## src/rtl/kmac_ss_pkg.sv

```systemverilog
// rtl/kmac_ss_pkg.sv - shared constants, FSM encoding and byte-swap helper for the digest streamer
package kmac_ss_pkg;

    localparam int StateW         = 1600;
    localparam int DigestMaxWords = StateW / 32;
    localparam int DigestLenW     = 6;

    typedef enum logic [1:0] {
        StIdle   = 2'd0,
        StStream = 2'd1,
        StDone   = 2'd2
    } digest_st_e;

    // Reverse byte order within a 32-bit word when swap is set.
    function automatic logic [31:0] conv_endian32(input logic [31:0] v, input logic swap);
        logic [31:0] r;
        r = swap ? {v[7:0], v[15:8], v[23:16], v[31:24]} : v;
        return r;
    endfunction

endpackage

```

## src/rtl/caliptra_prim_slicer.sv

```systemverilog
// rtl/caliptra_prim_slicer.sv - selects one OutW-wide slice of a wide vector by index
module caliptra_prim_slicer #(
    parameter int InW    = 1600,
    parameter int OutW   = 32,
    parameter int IndexW = 6
) (
    input  logic [IndexW-1:0] sel_i,
    input  logic [InW-1:0]    data_i,
    output logic [OutW-1:0]   data_o
);

    // Pad to the full index range so out-of-range selects read zero.
    localparam int PadW = OutW * (1 << IndexW);

    logic [PadW-1:0] w_pad;

    assign w_pad  = PadW'(data_i);
    assign data_o = w_pad[sel_i * OutW +: OutW];

endmodule

```

## src/rtl/kmac_ss_digest_streamer.sv

```systemverilog
// rtl/kmac_ss_digest_streamer.sv - snapshots the Keccak state and streams the digest as 32-bit words (option: KMAC_SS_DIGEST_ZEROIZE_EN)
module kmac_ss_digest_streamer
    import kmac_ss_pkg::*;
#(
    parameter bit EnMasking = 1'b0
) (
    input  logic                  clk_i,
    input  logic                  rst_ni,
    input  logic                  state_valid_i,
    input  logic [StateW-1:0]     state_i [EnMasking ? 2 : 1],
    input  logic [DigestLenW-1:0] len_words_i,
    input  logic                  endian_swap_i,
    output logic [31:0]           data_o,
    output logic                  data_valid_o,
    input  logic                  data_ready_i,
    output logic                  data_last_o,
    output logic                  busy_o,
    output logic                  done_o,
    output logic                  err_o
);

    localparam int Share = EnMasking ? 2 : 1;

    digest_st_e            r_fsm;
    logic [DigestLenW-1:0] r_idx;
    logic [DigestLenW-1:0] r_len;
    logic                  r_swap;
    logic [StateW-1:0]     r_snap;
    logic                  r_valid;
    logic                  r_last;
    logic                  r_busy;
    logic                  r_done;
    logic                  r_err;

    logic [StateW-1:0]     w_unmasked;
    logic [31:0]           w_word;
    logic                  w_len_ok;

    // Recombine the XOR shares into the plain state.
    always_comb begin
        w_unmasked = '0;
        for (int s = 0; s < Share; s++) begin
            w_unmasked = w_unmasked ^ state_i[s];
        end
    end

    assign w_len_ok = (len_words_i != '0) && (len_words_i <= DigestLenW'(DigestMaxWords));

    caliptra_prim_slicer #(
        .InW    (StateW),
        .OutW   (32),
        .IndexW (DigestLenW)
    ) u_slicer (
        .sel_i  (r_idx),
        .data_i (r_snap),
        .data_o (w_word)
    );

    // Capture / stream / done sequencing with registered handshake and status flags.
    always_ff @(posedge clk_i) begin
        if (!rst_ni) begin
            r_fsm   <= StIdle;
            r_idx   <= '0;
            r_len   <= '0;
            r_swap  <= 1'b0;
            r_snap  <= '0;
            r_valid <= 1'b0;
            r_last  <= 1'b0;
            r_busy  <= 1'b0;
            r_done  <= 1'b0;
            r_err   <= 1'b0;
        end else begin
            r_done <= 1'b0;
            r_err  <= 1'b0;
            case (r_fsm)
                StIdle: begin
                    if (state_valid_i) begin
                        if (w_len_ok) begin
                            r_snap  <= w_unmasked;
                            r_len   <= len_words_i;
                            r_swap  <= endian_swap_i;
                            r_idx   <= '0;
                            r_valid <= 1'b1;
                            r_last  <= (len_words_i == DigestLenW'(1));
                            r_busy  <= 1'b1;
                            r_fsm   <= StStream;
                        end else begin
                            r_err <= 1'b1;
                        end
                    end
                end
                StStream: begin
                    if (r_valid && data_ready_i) begin
                        if (r_last) begin
                            r_valid <= 1'b0;
                            r_last  <= 1'b0;
                            r_done  <= 1'b1;
                            r_fsm   <= StDone;
                        end else begin
                            r_idx  <= r_idx + DigestLenW'(1);
                            // Next word is the last one when idx+1 == len-1.
                            r_last <= ((r_idx + DigestLenW'(2)) == r_len);
                        end
                    end
                end
                StDone: begin
`ifdef KMAC_SS_DIGEST_ZEROIZE_EN
                    r_snap <= '0;
`endif
                    r_busy <= 1'b0;
                    r_fsm  <= StIdle;
                end
                default: begin
                    r_valid <= 1'b0;
                    r_last  <= 1'b0;
                    r_busy  <= 1'b0;
                    r_fsm   <= StIdle;
                end
            endcase
        end
    end

`ifdef KMAC_SS_DIGEST_ZEROIZE_EN
    assign data_o = (r_fsm == StIdle) ? 32'h0 : conv_endian32(w_word, r_swap);
`else
    assign data_o = conv_endian32(w_word, r_swap);
`endif

    assign data_valid_o = r_valid;
    assign data_last_o  = r_last;
    assign busy_o       = r_busy;
    assign done_o       = r_done;
    assign err_o        = r_err;

endmodule

```

## config.mk

```make
export PLATFORM = sky130hd
export DESIGN_NAME = kmac_ss_digest_streamer
export DESIGN_NICKNAME = d
export VERILOG_FILES = /design/src/rtl/kmac_ss_pkg.sv /design/src/rtl/caliptra_prim_slicer.sv /design/src/rtl/kmac_ss_digest_streamer.sv
export SDC_FILE = /design/constraint.sdc
export NUM_CORES = 2
export LEC_CHECK = 0
export ABC_CLOCK_PERIOD_IN_PS = 9100
export CELL_PAD_IN_SITES_DETAIL_PLACEMENT = 1
export CELL_PAD_IN_SITES_GLOBAL_PLACEMENT = 2
export CORE_AREA = 4 4 641 643
export CTS_CLUSTER_DIAMETER = 50
export CTS_CLUSTER_SIZE = 10
export DETAILED_ROUTE_END_ITERATION = 10
export DIE_AREA = 0 0 645 647
export PLACE_DENSITY_LB_ADDON = 0.15
export SETUP_SLACK_MARGIN = 0.1
export SYNTH_ARGS = -nofsm -noshare
export SYNTH_HDL_FRONTEND = slang
export SYNTH_HIERARCHICAL = 1
export SYNTH_SLANG_ARGS = --single-unit
```

## constraint.sdc

```tcl
create_clock -name clk_i -period 9.1 [get_ports clk_i]
set_input_delay 1.365 -clock clk_i [delete_from_list [all_inputs] [get_ports clk_i]]
set_output_delay 1.365 -clock clk_i [all_outputs]
set_load 0.005 [all_outputs]
```

==> results.tsv <==
metric	value	unit
initial_core_util	18.20	%
fmaxAchievable	138.7	MHz
yosysMostFrequentCell	nand2_1	
cts-root-buf	clkbuf_16	
grt_pass1_vias	69960	
clkTransAtPathRegs	0.05	ns
synth_cell_types	52	
power	23.49	mW
cts.sinks	1620	
synthToLayoutAreaGrowth	43.45	%
synth_compound_area_share	17.85	%
synth_area	73760	um2
clk_path_buf_depth	4	
ctsHoldBuffers	0	
cellPowerDensity	222.0	nW/um2
setup_viol_count_final	0	
synthTopCellsByArea	dfxtp_1 (44%), nand2_1 (17%), a21boi_1 (12%), mux4_2 (12%), a21boi_0 (4.0%)	
relSlewSlack	13.70	%
synth_xor_area_share	0.1306	%
ys.flop_type	dfxtp_1	
htree_levels	5	
postCtsSetupBuffers	0	
firstDrtPassIters	5	
report.final.slew_viol_count	0	
synth-edff-count	0	
worst_pin_slew	1.295	ns
period_share	79.23	%
async_reset_ff_share	0	%
synth-simple-area-share	17.24	%
hold_slack	0.4491	ns
slowest_stage	dfxtp_4	
via_count	66860	
critPathCaptureType	output port	
yosysWarnings	6	
rows	234	
synth_common_cells	nand2_1 (3248), dfxtp_1 (1620), a21boi_1 (1212)	
hold_violations	0	
grt_pass1_wl	636600	um
syn_area_per_cell	9.129	um2
gp_congestion	0.8509	
grt_max_degree	226	
hold_path.class	reg -> reg	
routedWlPerCell	31.92	um
drtIter0Drc	4267	
setup_tns	0	ns
drc	0	
routed_wl	486500	um
cap_violations	0	
yosysTopAreaCell	dfxtp_1	
grt_remaining_overflow	0	
synth.mux.area_fraction	15.26	%
clk_latency	0.94	ns
rsz0062_at_grt	no	
io_pins	1648	
die_area	417300	um2
worstPathCellList	buf_4 > buf_4 > mux4_2 > mux2i_1 > mux2i_1 > nor2_1 > o221ai_1 > mux2_2 > clkdlybuf4s50_1	
die-height	647	um
crit_required	7.74	ns
antenna_found_initial	211	
port_buffers	1647	
yosysTopAreaCellShare	43.97	%
syn_inst	8080	
crit_path_start_kind	flop	
synth-adder-area-share	0.03393	%
cpLargestDelayFamily	multiplexers	
finalCoreUtilization	26.11	%
yosysSeqAreaShare	43.97	%
cts_tree	yes	
min_period	7.210	ns
final_nets	11090	
post_cts_resized	0	
core_area	405200	um2
drive_above_1_share	11.34	%
hpwl	384700	um
crit_fanout	28	
synth_top_family_by_area	compound AO/OA/AOI/OAI gates	
status	finished, final reports clean	
finClkSkew	0.05863	ns
syn_nets	9693	
viasPerCell	4.387	
tritoncts.num_buffers	320	
track_usage	22.30	%
die_w	645	um
leakage	36.83	nW
postRouteAntennaNets	0	
arrival	5.85	ns
critPathMaxStageDelay	0.89	ns
worst-setup-path-type	reg -> out	
irDropWorstVdd	0.1460	mV
path_buf_inv	3	
synth_seq_cells	1620	
==> tightest hold or removal path: stages, from the launching register on <==
cell	delay, ns
dfxtp_1	0.30
nand2_1	0.05
a21boi_1	0.05
==> cell families (layout without fill, tap and decap cells) <==
family / count (synthesis) / count (layout)
AOI/OAI and AO/OA: 1772 / 1772
xor gates and xnor gates: 11 / 11
adders and majority gates: 2 / 2
buffers and inverters: 686 / 2345
DFF: 1620 / 1620
muxes: 639 / 639
other: 0 / 74
and+or+nand+nor: 3350 / 3350
==> path summary, 6_finish.rpt <==
check              start          end  slack, ns  cells past startpoint
max             r_idx[0]   data_o[22]       1.89                      9
min          r_snap[724]  r_snap[724]       0.45                      2
max reg2reg     r_fsm[0]  r_snap[320]       5.46                      6
min reg2reg  r_snap[724]  r_snap[724]       0.45                      2
==> where the power goes <==
group	internal, mW	leakage [nW]	switching [mW]
logic	1.27	18.0	1.62
registers	7.56	13.3	0.334
clock network	8.17	5.55	4.54
==> layout make-up <==
class                   instances  area, um2
fillers                     46310     299400
multi-input cells            5774      37290
flip-flops and latches       1620      32450
repair buffers               1754      17660
clock buffers                 396       8777
well taps                    5428       6792
clock inverters               193       2653
diodes                         74      185.2
inverters                       2      7.507
==> metal layers <==
| metal | track usage, % | routed length, um |
|---|---|---|
| met2 | 39.84 | 246300 |
| met1 | 26.60 | 199400 |
| met5 | 0 | 326 |
| met3 | 3.827 | 21150 |
| met4 | 8.170 | 19280 |
==> cells in the final DEF (no fill, tap or decap), types with 61 or more instances in the layout <==
cell type	Yosys	final
a21boi_0	397	397
mux4_2	382	382
clkbuf_16	0	323
diode_2	0	74
mux2i_1	219	219
clkdlybuf4s50_1	0	1646
nand2_1	3248	3248
clkinv_2	0	61
a21boi_1	1212	1212
dfxtp_1	1620	1613
buf_4	70	78
==> through the flow <==
stage	setup slack, ns	std cells	instance area, um2
2_1_floorplan	5.216	8080	73760
3_3_place_gp	2.596	14580	94200
3_5_place_dp	2.548	14580	94200
4_1_cts	1.539	15170	105600
5_1_grt	1.593	15190	105700
6_report	1.890	15240	105800
==> registers in the layout (all words and copies together), names as in the netlist <==
name,cells
r_idx,6
data_valid_o,1
data_last_o,1
r_swap,1
busy_o,1
r_fsm,2
err_o,1
r_len,6
done_o,1
r_snap,1600
Power figures use the tool's default switching activity.
